`config.mk`:
```
export PLATFORM = sky130hd
export DESIGN_NAME = pipe_reg_skid
export DESIGN_NICKNAME = d
export VERILOG_FILES = /design/src/rtl/pipe_reg_skid.sv
export SDC_FILE = /design/constraint.sdc
export NUM_CORES = 1
export LEC_CHECK = 0
export ABC_AREA = 1
export ABC_CLOCK_PERIOD_IN_PS = 5750
export BUFFER_PORTS_ARGS = -buffer_cell sky130_fd_sc_hd__buf_2
export CAP_MARGIN = 15
export CORE_MARGIN = 3
export CORE_UTILIZATION = 44
export CTS_BUF_LIST = sky130_fd_sc_hd__clkbuf_16
export DETAILED_ROUTE_END_ITERATION = 6
export PLACE_DENSITY = 0.64
export SYNTH_ARGS = -nofsm -noshare
export SYNTH_HDL_FRONTEND = slang
export SYNTH_SLANG_ARGS = --single-unit
```
`constraint.sdc`:
```
create_clock -name clk -period 5.75 [get_ports clk]
set_input_delay 0.575 -clock clk [delete_from_list [all_inputs] [get_ports clk]]
set_output_delay 0.575 -clock clk [all_outputs]
set_load 0.005 [all_outputs]
```
`src/rtl/pipe_reg_skid.sv`:
```
// Two-entry skid pipeline register: one cycle from accepted beat to out_valid, 1 beat/cycle sustained.
// in_ready is a flop (low only when both registers are full), so upstream never sees out_ready combinationally.
module pipe_reg_skid #(
  parameter int               WIDTH     = 32,
  parameter logic [WIDTH-1:0] FLUSH_VAL = '0,
  parameter int               CNT_W     = 16
) (
  input  logic             clk,
  input  logic             rst,
  input  logic             in_valid,
  input  logic [WIDTH-1:0] in_data,
  output logic             in_ready,
  output logic             out_valid,
  output logic [WIDTH-1:0] out_data,
  input  logic             out_ready,
  input  logic             flush,
  output logic [1:0]       occ,
  output logic [CNT_W-1:0] stall_cnt
);

  typedef enum logic [1:0] {EMPTY = 2'd0, ONE = 2'd1, FULL = 2'd2} state_t;

  state_t           state_q, state_d;
  logic [WIDTH-1:0] main_q, main_d;
  logic [WIDTH-1:0] skid_q, skid_d;
  logic             in_ready_q, in_ready_d;
  logic [CNT_W-1:0] stall_q, stall_d;
  logic             in_fire, out_fire;

  assign in_fire  = in_valid & in_ready_q;
  assign out_fire = out_valid & out_ready;

  always_ff @(posedge clk or posedge rst) begin
    if (rst) begin
      state_q    <= EMPTY;
      main_q     <= FLUSH_VAL;
      skid_q     <= FLUSH_VAL;
      in_ready_q <= 1'b1;
      stall_q    <= '0;
    end else begin
      state_q    <= state_d;
      main_q     <= main_d;
      skid_q     <= skid_d;
      in_ready_q <= in_ready_d;
      stall_q    <= stall_d;
    end
  end

  always_comb begin
    state_d = state_q;
    main_d  = main_q;
    skid_d  = skid_q;
    stall_d = stall_q;
    case (state_q)
      EMPTY: begin
        if (in_fire) begin
          main_d  = in_data;
          state_d = ONE;
        end
      end
      ONE: begin
        if (in_fire && out_fire) begin
          main_d = in_data;
        end else if (out_fire) begin
          state_d = EMPTY;
        end else if (in_fire) begin
          skid_d  = in_data;
          state_d = FULL;
        end
      end
      FULL: begin
        if (out_fire) begin
          main_d  = skid_q;
          state_d = ONE;
        end
      end
      default: state_d = EMPTY;
    endcase

    if (out_valid && !out_ready && (stall_q != {CNT_W{1'b1}})) begin
      stall_d = stall_q + CNT_W'(1);
    end

    // Flush wins over everything above; a beat delivered this cycle is still gone.
    if (flush) begin
      state_d = EMPTY;
      main_d  = FLUSH_VAL;
      skid_d  = FLUSH_VAL;
      stall_d = '0;
    end

    in_ready_d = (state_d != FULL);
  end

  always_comb begin
    out_valid = (state_q != EMPTY);
    out_data  = main_q;
    in_ready  = in_ready_q;
    occ       = state_q;
    stall_cnt = stall_q;
  end

endmodule

```
# Word-level counts from Yosys, hierarchy flattened
# Cells that the tools add are included.
# W data, S select, Z words.
[totals]
regBits = 83
input_bits = 37
output_inout_bits = 52
elab_cells = 47
[classes]
add_sub_neg = 1
n_eq_ne = 9
n_mux = 18
bitwise_logic = 2
reduce_logical = 12
[ops]
columns = ["operator", "n"]
rows = [
  ["$mux W32", 8],
  ["$pmux W32 S3", 1],
  ["$mux W16", 2],
  ["$add A16 B1 Y16 const B", 1],
  ["$ne A16 B16 Y1 const B", 1],
  ["$mux W2", 6],
  ["$ne A3 B3 Y1 const B", 3],
  ["$reduce_and A4 Y1", 2],
  ["$reduce_bool A2 Y1", 4],
  ["$ne A2 B2 Y1 const B", 3],
  ["$pmux W2 S3", 1],
  ["$reduce_bool A4 Y1", 1],
  ["$logic_and A1 B1 Y1", 3],
  ["$and A1 B1 Y1", 2],
  ["$eq A2 B1 Y1 const B", 1],
  ["$eq A2 B2 Y1 const B", 1],
  ["$logic_not A2 Y1", 1],
  ["$logic_not A1 Y1", 1],
]

# Depth between registers and ports, before layout
# Gate-level depths: netlist of run 1.
[depth]
depth_word = 7
ltp_mapped = 10
depth_no_buf = 9

# Least setup slack after synthesis of run 1
# OpenSTA, ideal clock, no wires.
[synth_timing]
path_kind = "register to register"
start = "reg stall_q[0] (netlist: stall_cnt[0])"
end = "reg stall_q[2] (netlist: stall_cnt[2])"
arrival_time_ns = 1.404
slack_ns = 4.228
path_stages_with_launch = 11
path_buffers = 1
cell_sequence = "dfrtp_1 ha_1 nand3_2 inv_2 nand2_1 nor2_2 nor2_4 nor2_8 buf_6 nand2_1 nand2_1"
[synth_between]
elab_chain_cells = 3
word_cells_on_any_way = 6
cone_classes = "add/sub (1); eq/ne (1); mux (2); reduce/logical (2)"
[synth_lines]
columns = ["item", "line_no", "rtl"]
rows = [
  ["from (decl)", "27", "logic [CNT_W-1:0] stall_q, stall_d;"],
  ["from (signal assigned)", "45", "stall_q <= stall_d;"],
  ["$add A16 B1 Y16 or $ne A16 B16 Y1 (tied branches)", "81, 80", ""],
  ["$mux W16 or $logic_and A1 B1 Y1 (tied branches)", "80", "if (out_valid && !out_ready && (stall_q != {CNT_W{1'b1}})) begin"],
  ["$mux W16 or $reduce_bool A2 Y1 (tied branches)", "-", ""],
]
# Several ways; a longest one is shown, not always the timed one. The select of a mux whose other input is x is not followed.
# A chain may end at the register's enable or synchronous reset.

# Worst setup path after layout of run 1
[layout_timing]
start = "reg state_q[1] (netlist: occ[1])"
end = "reg main_q[10] (netlist: out_data[10])"
[layout_between]
elab_chain_cells = 5
word_cells_on_any_way = 13
cone_classes = "eq/ne (5); mux (2); bitwise (1); reduce/logical (5)"
[layout_lines]
columns = ["item", "line_no", "rtl"]
rows = [
  ["from (decl)", "23", "state_t state_q, state_d;"],
  ["from (signal assigned)", "41", "state_q <= state_d;"],
  ["$reduce_bool A2 Y1", "96", "out_valid = (state_q != EMPTY);"],
  ["$and A1 B1 Y1", "31", "assign out_fire = out_valid & out_ready;"],
  ["$logic_and A1 B1 Y1", "62", "if (in_fire && out_fire) begin"],
  ["$ne A3 B3 Y1 (no line)", "-", ""],
  ["$reduce_and A4 Y1 (no line)", "-", ""],
  ["to (signal assigned)", "42", "main_q <= main_d;"],
  ["to (decl)", "24", "logic [WIDTH-1:0] main_q, main_d;"],
]
# Several ways; a longest one is shown, not always the timed one.

==> results of run 1 <==
kinds of logic after synthesis:
kind of cell,synth area share
buf+inv,0.0799
flops,0.515
simple gates,0.248
compound gates,0.146
fa+ha+maj,0.00310
xor+xnor,0.00867
synth_stat cells, types with 2 or more instances:
cell / n
dfrtp_1: 82
clkbuf_1: 10
or2_2: 2
nand3_2: 2
xor2_1: 4
nand3_1: 46
buf_1: 3
o21bai_1: 2
inv_2: 6
nor2_4: 2
a21oi_1: 15
nand3b_1: 2
o21ai_1: 2
o211ai_1: 14
nand2_1: 126
nand4_1: 16
o31ai_1: 18
o21ai_0: 50
inv_1: 46
nor2_1: 19
buf_2: 12
nand2_2: 3
sequential cells by signal, indices dropped and copies added (netlist names):
name,cells
out_data,32
in_ready,1
stall_cnt,16
occ,2
skid_q,32
through the flow:
| stage | instances | power, mW | worst slack [ps] |
|---|---|---|---|
| finish | 674 | 1.39 | 3220 |
| global route | 674 | 1.45 | 2940 |
| CTS | 674 | 1.41 | 3220 |
| detailed placement | 659 | 0.762 | 3090 |
| global placement | 659 | 0.759 | 3170 |
| floorplan | 489 | 0.710 | 3040 |
worst register-to-register path, delay by kind of cell, from the launching register on:
kind | cells | cell delay (ps)
AND/OR/NAND/NOR | 3 | 980
buffers and inverters | 2 | 690
flip-flops | 1 | 450
AO/OA/AOI/OAI | 2 | 340
power groups by stage:
stage / logic (mW) / registers, mW / clock network (mW)
2_1_floorplan: 0.0789 / 0.631 / 0
3_3_place_gp: 0.127 / 0.632 / 0
3_5_place_dp: 0.129 / 0.633 / 0
4_1_cts: 0.130 / 0.623 / 0.653
5_1_grt: 0.146 / 0.625 / 0.677
6_report: 0.128 / 0.622 / 0.644
metal layers:
metal  vias to the layer above  routed length (µm)
met5                         -                   0
met1                      1639                4640
met3                         8                 585
met4                         0                  98
met2                       106                4710
li1                       1774                   -
final timing paths:
path                            slack (ps)  cells after the start            to   startpoint
min in group asynchronous              560                      3   out_data[4]          rst
worst max register to register        3220                      7  out_data[10]       occ[1]
worst min-delay path                   470                      3    skid_q[14]  in_data[14]
max in group asynchronous             4510                      3    skid_q[24]          rst
worst min register to register         510                      2     skid_q[5]    skid_q[5]
worst max-delay path                  3220                      7  out_data[10]       occ[1]
final cells by class:
cell class,instances,area share
Clock buffer,9,0.0467
Clock inverter,6,0.0220
Inverter,52,0.0407
Multi-Input combinational cell,327,0.339
Sequential cell,83,0.431
Tap cell,108,0.0280
Timing Repair Buffer,89,0.0928
==> run summary, run 1 <==
Wire length of the first global-routing pass -> 16,600 µm
Met2 demand-to-capacity share in global routing -> 0.304
Total Wirelength -> 10,000 µm
Number of synthesized register bits -> 83
Number of buffers added to fix hold violations after cts -> 0
Hold violation total from the final report -> 0
Total via count after detailed routing -> 3,527
Tightest Pin Transition -> 1040 ps
Max-Cap Viols -> 0
Last weighted congestion value of the routability-driven placer -> 0.795
Top cell type by total area after synthesis -> dfrtp_1
Type of the worst setup path -> flop to flop
Switching portion of total power -> 0.232
Time the final worst path needs with I/O delays and setup -> 2530 ps
CP Data Arrival Time -> 2780 ps
Num CTS Buffers -> 9
Clock input transition at the sequential cells of the worst setup and hold paths -> 60 ps
DRT antenna net count -> 0
Effective utilization at floorplan -> 0.459
CTS root buf -> clkbuf_16
PD cells -> 289 mW/mm²
Flip-flop and latch area -> 0.00208 mm²
Sequential fraction of the synthesis area -> 0.515
Syn Nets -> 527
Global-route track usage on met1 -> 0.294
Final clock skew -> 5.88 ps
Buffers plus inverters on the worst setup path -> 2
Gate count after technology mapping -> 489
Buffers added on ports -> 88
Number of DRC markers in iteration 0 -> 231
Number of setup buffers added after CTS -> 0
Cell types occupying the most area after synthesis -> dfrtp_1 51%, nand2_1 12%, o21ai_0 6.2%, nand3_1 5.7%, inv_1 4.3%
Die Outline Area -> 0.0104 mm²
Count of H-tree levels built during CTS -> 3
Post-route standard cell area excluding fillers -> 0.00483 mm²
Post-synthesis async set-or-reset flop share -> 1.00
Horizontal die dimension -> 102 µm
Number of rows created at floorplan -> 34
Detailed-route vias per instance -> 5.23
Endpoints failing setup -> 0
Total GRT Usage -> 0.201
GRT Residual Overflow -> 0
Final period utilization -> 0.440
Most frequent cells in the layout -> 126 x nand2_1, 88 x buf_2, 82 x dfrtp_1, 50 x o21ai_0
Die height -> 102 µm
Number of distinct library cell variants in the gate-level netlist after synthesis -> 29
Max clock buf depth -> 2
Worst setup SP type -> flop
Max stage delay on crit path -> 770 ps
NetSw -> 323 µW
Kind of cell adding the most delay to the critical path -> simple AND/OR/NAND/NOR gates
Pin count of the biggest net entering global routing -> 84
Clock Power Share -> 0.462
Number of remaining DRC errors -> 0
CTS Sinks -> 83
Sum of net half-perimeters after detailed placement -> 6520 µm
Clock latency at the later pin of the worst-skew pair -> 330 ps
Most heavily used metal layer in global routing -> met2
Number of flops mapped to enable cells by yosys -> 0
Via count of the first global-routing pass -> 3,349
Total number of nets in the final design -> 600
Number of iterations in the first detailed-routing pass -> 4
Max rail drop VDD -> 0.142 mV
Setup repair after global routing missed its margin -> false
Fillers -> 837
Area of combinational cells with multiple inputs -> 0.00164 mm²
Worst relative slew slack -> 0.304
Area overhead of the layout relative to synthesis -> 19.5%
Top fanout value on the critical path -> 52
Pins over their slew limit -> 0
Cell with the biggest individual delay on the critical path -> nand3_2
Total negative slack for setup checks -> 0 ps
Outcome -> complete, no violations
Internal power -> 1.07 mW
HP Class -> input pin to flop
Proportion of layout cells with a drive suffix above 1 -> 0.216
Standard cell area after detailed placement -> 0.00450 mm²
Leading cell type in the layout, fill and taps excluded -> nand2_1
Hold Slack -> 469 ps
Wire per inst -> 14.9 µm
Leakage Power -> 2.45 nW
Top cell type's share of synthesized area -> 0.508
Crit path cell chain -> inv_2 -> nand2_1 -> nand2_2 -> nand3_2 -> inv_2 -> o211ai_1 -> a21oi_1
PostCTS Resize Cnt -> 0
Ports placed on the boundary -> 89
Number of antenna violations at the first check in global routing -> 0
Met3 usage in global routing -> 0.0382
Mapped Avg Cell Area -> 8.26 µm²
Most common flop cell mapped by yosys -> dfrtp_1
Post-synthesis cell area -> 0.00404 mm²
Required time of the critical path -> 6000 ps
TritonCTS clock tree -> done
Combinational fraction of design power -> 0.092
Core outline area -> 0.00881 mm²
Cell with the most instances on the worst path -> inv_2
Capturing element type of the critical path -> flop
Flop pwr share -> 0.446
Count of inserted antenna diode cells -> 0
Highest clock frequency the design can meet -> 0.395 GHz
Yosys synthesis warning count -> 0
Post-layout utilization of the core -> 0.548
Power figures use the tool's default switching activity.
==> run 2, diff against run 1 <==
- ABC_CLOCK_PERIOD_IN_PS: 5750 -> 2310
- PLACE_DENSITY: 0.64 -> 0.66
- clock period: 5.75 -> 2.31 ns (I/O delays scaled with it)
==> run summary, run 2 (synthesized netlist as in run 1, its figures left out) <==
DRT antenna net count -> 0
Pins over their slew limit -> 0
Wire length of the first global-routing pass -> 16,800 µm
Leakage Power -> 2.49 nW
Tightest Pin Transition -> 460 ps
Clock input transition at the sequential cells of the worst setup and hold paths -> 60 ps
Cell with the biggest individual delay on the critical path -> dfrtp_1
Type of the worst setup path -> flop to flop
Final period utilization -> 0.760
HP Class -> input pin to async pin
Num CTS Buffers -> 9
TritonCTS clock tree -> done
Hold Slack -> 12.9 ps
Kind of cell adding the most delay to the critical path -> simple AND/OR/NAND/NOR gates
Reg-to-reg setup timing slack -> 550 ps
Highest clock frequency the design can meet -> 0.570 GHz
Crit path cell chain -> ha_1 -> nand3_2 -> inv_2 -> nand2_1 -> nor2_2 -> nor2_4 -> nor2_8 -> nand2_1 -> nand2_1
Buffers added on ports -> 88
Final clock skew -> 7.27 ps
Worst R2R End -> stall_cnt[14]
Total GRT Usage -> 0.203
CP Data Arrival Time -> 1970 ps
Cell with the most instances on the worst path -> nand2_1
Ports placed on the boundary -> 89
Total number of nets in the final design -> 608
Critical register-to-register path startpoint -> stall_cnt[0]
Max stage delay on crit path -> 430 ps
Max rail drop VDD -> 0.407 mV
Total via count after detailed routing -> 3,650
CTS Sinks -> 83
Number of antenna violations at the first check in global routing -> 0
Count of placed standard cells in the final layout, fillers left out -> 684
Sum of net half-perimeters after detailed placement -> 6680 µm
Final worst setup slack -> 554 ps
Worst relative slew slack -> 0.692
Hold violation total from the final report -> 0
Most frequent cells in the layout -> 126 x nand2_1, 88 x buf_2, 82 x dfrtp_1, 50 x o21ai_0, 46 x nand3_1
Setup repair after global routing missed its margin -> false
Outcome -> complete, no violations
Post-route standard cell area excluding fillers -> 0.00491 mm²
Die Outline Area -> 0.0104 mm²
Number of setup buffers added after CTS -> 0
PD cells -> 713 mW/mm²
Standard cell area after detailed placement -> 0.00457 mm²
Capturing element type of the critical path -> flop
Die height -> 102 µm
Max clock buf depth -> 2
Leading cell type in the layout, fill and taps excluded -> nand2_1
Pin count of the biggest net entering global routing -> 84
Placed cell count -> 667
Horizontal die dimension -> 102 µm
Buffers plus inverters on the worst setup path -> 1
Total Wirelength -> 10,100 µm
Number of cells on the worst reg-to-reg path -> 9
CTS root buf -> clkbuf_16
Time the final worst path needs with I/O delays and setup -> 1760 ps
Last weighted congestion value of the routability-driven placer -> 0.850
Number of iterations in the first detailed-routing pass -> 5
Max-Cap Viols -> 0
Via count of the first global-routing pass -> 3,498
Proportion of layout cells with a drive suffix above 1 -> 0.230
Endpoints failing setup -> 0
Effective utilization at floorplan -> 0.459
PostCTS Resize Cnt -> 0
Number of remaining DRC errors -> 0
Area overhead of the layout relative to synthesis -> 21.7%
Worst setup SP type -> flop
Worst setup timing slack at the placement stage -> 573 ps
Count of H-tree levels built during CTS -> 3
Top fanout value on the critical path -> 16
GRT Residual Overflow -> 0
Number of DRC markers in iteration 0 -> 233
Clock latency at the later pin of the worst-skew pair -> 330 ps
Core outline area -> 0.00881 mm²
Number of rows created at floorplan -> 34
Total negative slack for setup checks -> 0 ps
Detailed-route vias per instance -> 5.34
Wire per inst -> 14.8 µm
Number of buffers added to fix hold violations after cts -> 0
Required time of the critical path -> 2520 ps
run 2: changes by cell type in the layout (fill, tap and decap cells not counted), sizes merged:
cell      change
buf           +8
clkinv        +1
clkinvlp      +1
diode         +1
inv           -1
run 2: worst max-delay path by stage:
| stage | cells after the start | slack (ps) | end | startpoint |
|---|---|---|---|---|
| floorplan | 10 | 790 | stall_cnt[2] | stall_cnt[0] |
| global placement | 9 | 620 | stall_cnt[12] | stall_cnt[0] |
| detailed placement | 9 | 570 | stall_cnt[12] | stall_cnt[0] |
| CTS | 9 | 550 | stall_cnt[14] | stall_cnt[0] |
| global route | 9 | 400 | stall_cnt[15] | stall_cnt[0] |
| finish | 9 | 550 | stall_cnt[14] | stall_cnt[0] |
run 2: power by group:
part	internal (mW)	switching [mW]	total [mW]
Combinational	0.120	0.213	0.333
Sequential	1.51	0.0337	1.55
Clock	1.05	0.571	1.63
Total	2.69	0.818	3.50
run 2: routing by layer:
metal | part of all wire | global-route usage
met1 | 0.45 | 0.283
met2 | 0.49 | 0.323
met3 | 0.053 | 0.0341
met4 | 0.0089 | 0.0686
met5 | 0 | 0
run 2: worst register-to-register path, cell delays in order (launching register included):
cell and delay, ps:
dfrtp_1 430, ha_1 290, nand3_2 130, inv_2 60, nand2_1 60, nor2_2 50
nor2_4 360, nor2_8 120, nand2_1 90, nand2_1 60
run 2: metrics by stage:
step                      power, mW   util
after floorplan                1.77      -
after global placement         1.90  0.519
after detailed placement       1.91  0.519
after CTS                      3.55  0.558
after global routing           3.65  0.558
final                          3.50  0.558
run 2: final cells by class:
class,instances,area [µm²]
diodes,1,2.50
clock buffers,9,225
clock inverters,7,116
fillers,820,3890
inverters,52,199
multi-input cells,327,1640
flip-flops and latches,83,2080
well taps,108,135
repair buffers,97,520
==> run 3, diff against run 2 <==
- ABC_CLOCK_PERIOD_IN_PS: 2310 -> 1700
- PLACE_DENSITY: 0.66 -> 0.64
- clock period: 2.31 -> 1.7 ns (I/O delays scaled with it)
==> run summary, run 3 (synthesized netlist as in run 1, its figures left out) <==
Sum of net half-perimeters after detailed placement -> 6950 µm
Tightest Pin Transition -> 306 ps
Total negative slack for setup checks -> 0 ps
Wire per inst -> 14.8 µm
Leading cell type in the layout, fill and taps excluded -> nand2_1
Hold violation total from the final report -> 0
Time the final worst path needs with I/O delays and setup -> 1580 ps
Met2 demand-to-capacity share in global routing -> 0.331
Area overhead of the layout relative to synthesis -> 25.1%
Final clock skew -> 8.48 ps
Worst R2R End -> stall_cnt[4]
Met3 usage in global routing -> 0.0567
Most heavily used metal layer in global routing -> met2
Effective utilization at floorplan -> 0.459
DRT antenna net count -> 0
Setup repair after global routing missed its margin -> false
Capturing element type of the critical path -> flop
GRT Residual Overflow -> 0
Post-layout utilization of the core -> 0.574
Pins over their slew limit -> 0
Final worst setup slack -> 120 ps
Cell with the most instances on the worst path -> nand2_1
Core outline area -> 0.00881 mm²
Proportion of layout cells with a drive suffix above 1 -> 0.254
Worst relative slew slack -> 0.796
Wire length of the first global-routing pass -> 17,300 µm
Total number of nets in the final design -> 623
Buffers plus inverters on the worst setup path -> 1
Max-Cap Viols -> 0
Number of antenna violations at the first check in global routing -> 0
Number of cells on the worst reg-to-reg path -> 9
Detailed-route vias per instance -> 5.31
Num CTS Buffers -> 9
Number of iterations in the first detailed-routing pass -> 5
CP Capture Point -> stall_cnt[4]
Kind of cell adding the most delay to the critical path -> simple AND/OR/NAND/NOR gates
Cell with the biggest individual delay on the critical path -> dfrtp_1
Die height -> 102 µm
Max clock buf depth -> 2
Number of DRC markers in iteration 0 -> 155
HP Class -> input pin to flop
Most frequent cells in the layout -> 126 x nand2_1, 88 x buf_2, 80 x dfrtp_1, 50 x o21ai_0
CTS root buf -> clkbuf_16
PD cells -> 928 mW/mm²
Max rail drop VDD -> 0.565 mV
Leakage Power -> 2.56 nW
Horizontal die dimension -> 102 µm
TritonCTS clock tree -> done
Buffers added on ports -> 88
Count of inserted antenna diode cells -> 0
Clock latency at the later pin of the worst-skew pair -> 340 ps
CP Data Arrival Time -> 1860 ps
Via count of the first global-routing pass -> 3,629
Die Outline Area -> 0.0104 mm²
Outcome -> complete, no violations
CTS Sinks -> 83
Critical register-to-register path startpoint -> stall_cnt[11]
Required time of the critical path -> 1980 ps
Number of cells traversed by the worst hold path -> 3
Top fanout value on the critical path -> 8
Fillers -> 853
Type of the worst setup path -> flop to flop
Worst setup SP type -> flop
Pin count of the biggest net entering global routing -> 41
Number of rows created at floorplan -> 34
Reg-to-reg setup timing slack -> 120 ps
CP Depth -> 9
Clock input transition at the sequential cells of the worst setup and hold paths -> 70 ps
Total via count after detailed routing -> 3,705
Count of H-tree levels built during CTS -> 3
Last weighted congestion value of the routability-driven placer -> 0.835
Worst setup timing slack at the placement stage -> 1.64 ps
Total Wirelength -> 10,300 µm
Highest clock frequency the design can meet -> 0.633 GHz
Endpoints failing setup -> 0
Global-route track usage on met1 -> 0.281
Crit path cell chain -> nand2_1 -> nor2_2 -> nand2_1 -> nor2_2 -> nor2_4 -> buf_4 -> nor2_8 -> nand2_1 -> nand2_1
Critical path origin -> stall_cnt[11]
Max stage delay on crit path -> 430 ps
Number of remaining DRC errors -> 0
Final period utilization -> 0.930
Total GRT Usage -> 0.210
Ports placed on the boundary -> 89
run 3: worst min path at each step:
| stage | to | slack [ps] | start |
|---|---|---|---|
| global route | skid_q[11] | 60 | in_data[11] |
| detailed placement | stall_cnt[2] | 150 | rst |
| CTS | skid_q[19] | 50 | in_data[19] |
| global placement | stall_cnt[2] | 150 | rst |
| finish | skid_q[16] | 60 | in_data[16] |
| floorplan | skid_q[10] | 290 | in_data[10] |
run 3: cell type report:
type,count,area (µm²),area share
clock buffer,9,225,0.0446
clock inverter,7,93.8,0.0186
tap,108,135,0.0268
timing repair buffer,111,653,0.129
inverter,52,199,0.0394
sequential,83,2080,0.412
multi-input combinational,328,1660,0.329
run 3: repair_timing:
item / CTS / global route
gates cloned: 0 / 1
resized for setup: 1 / 4
pin swaps: 1 / 4
endpoints found under the setup margin: 6 / 15
setup buffers: 2 / 0
endpoints found under the hold margin: 6 / 0
hold buffers: 1 / 0
run 3: power breakdown:
group / leakage, nW / internal (mW) / total, mW / switching (mW)
Sequential: 1.13 / 2.05 / 2.10 / 0.0432
Combinational: 1.27 / 0.185 / 0.486 / 0.301
Clock: 0.157 / 1.28 / 2.10 / 0.820
Total: 2.56 / 3.52 / 4.69 / 1.16
run 3: tightest hold or removal path, cell delays in order:
cell and delay, ps:
buf_2 90, nand2_1 40, o21ai_0 60
run 3: through the flow:
step,power (mW),cells,hold slack (ps),cell area (µm²)
6_report,4.69,698,59.2,5050
5_1_grt,4.90,698,63.0,5050
4_1_cts,4.71,697,54.7,5020
3_5_place_dp,2.62,678,147,4680
3_3_place_gp,2.61,678,147,4680
2_1_floorplan,2.40,489,291,4040
run 3: routing by layer:
| layer | wire length [µm] | vias up |
|---|---|---|
| li1 | - | 1821 |
| met1 | 4600 | 1746 |
| met2 | 4840 | 118 |
| met3 | 705 | 20 |
| met4 | 181 | 0 |
| met5 | 0 | - |
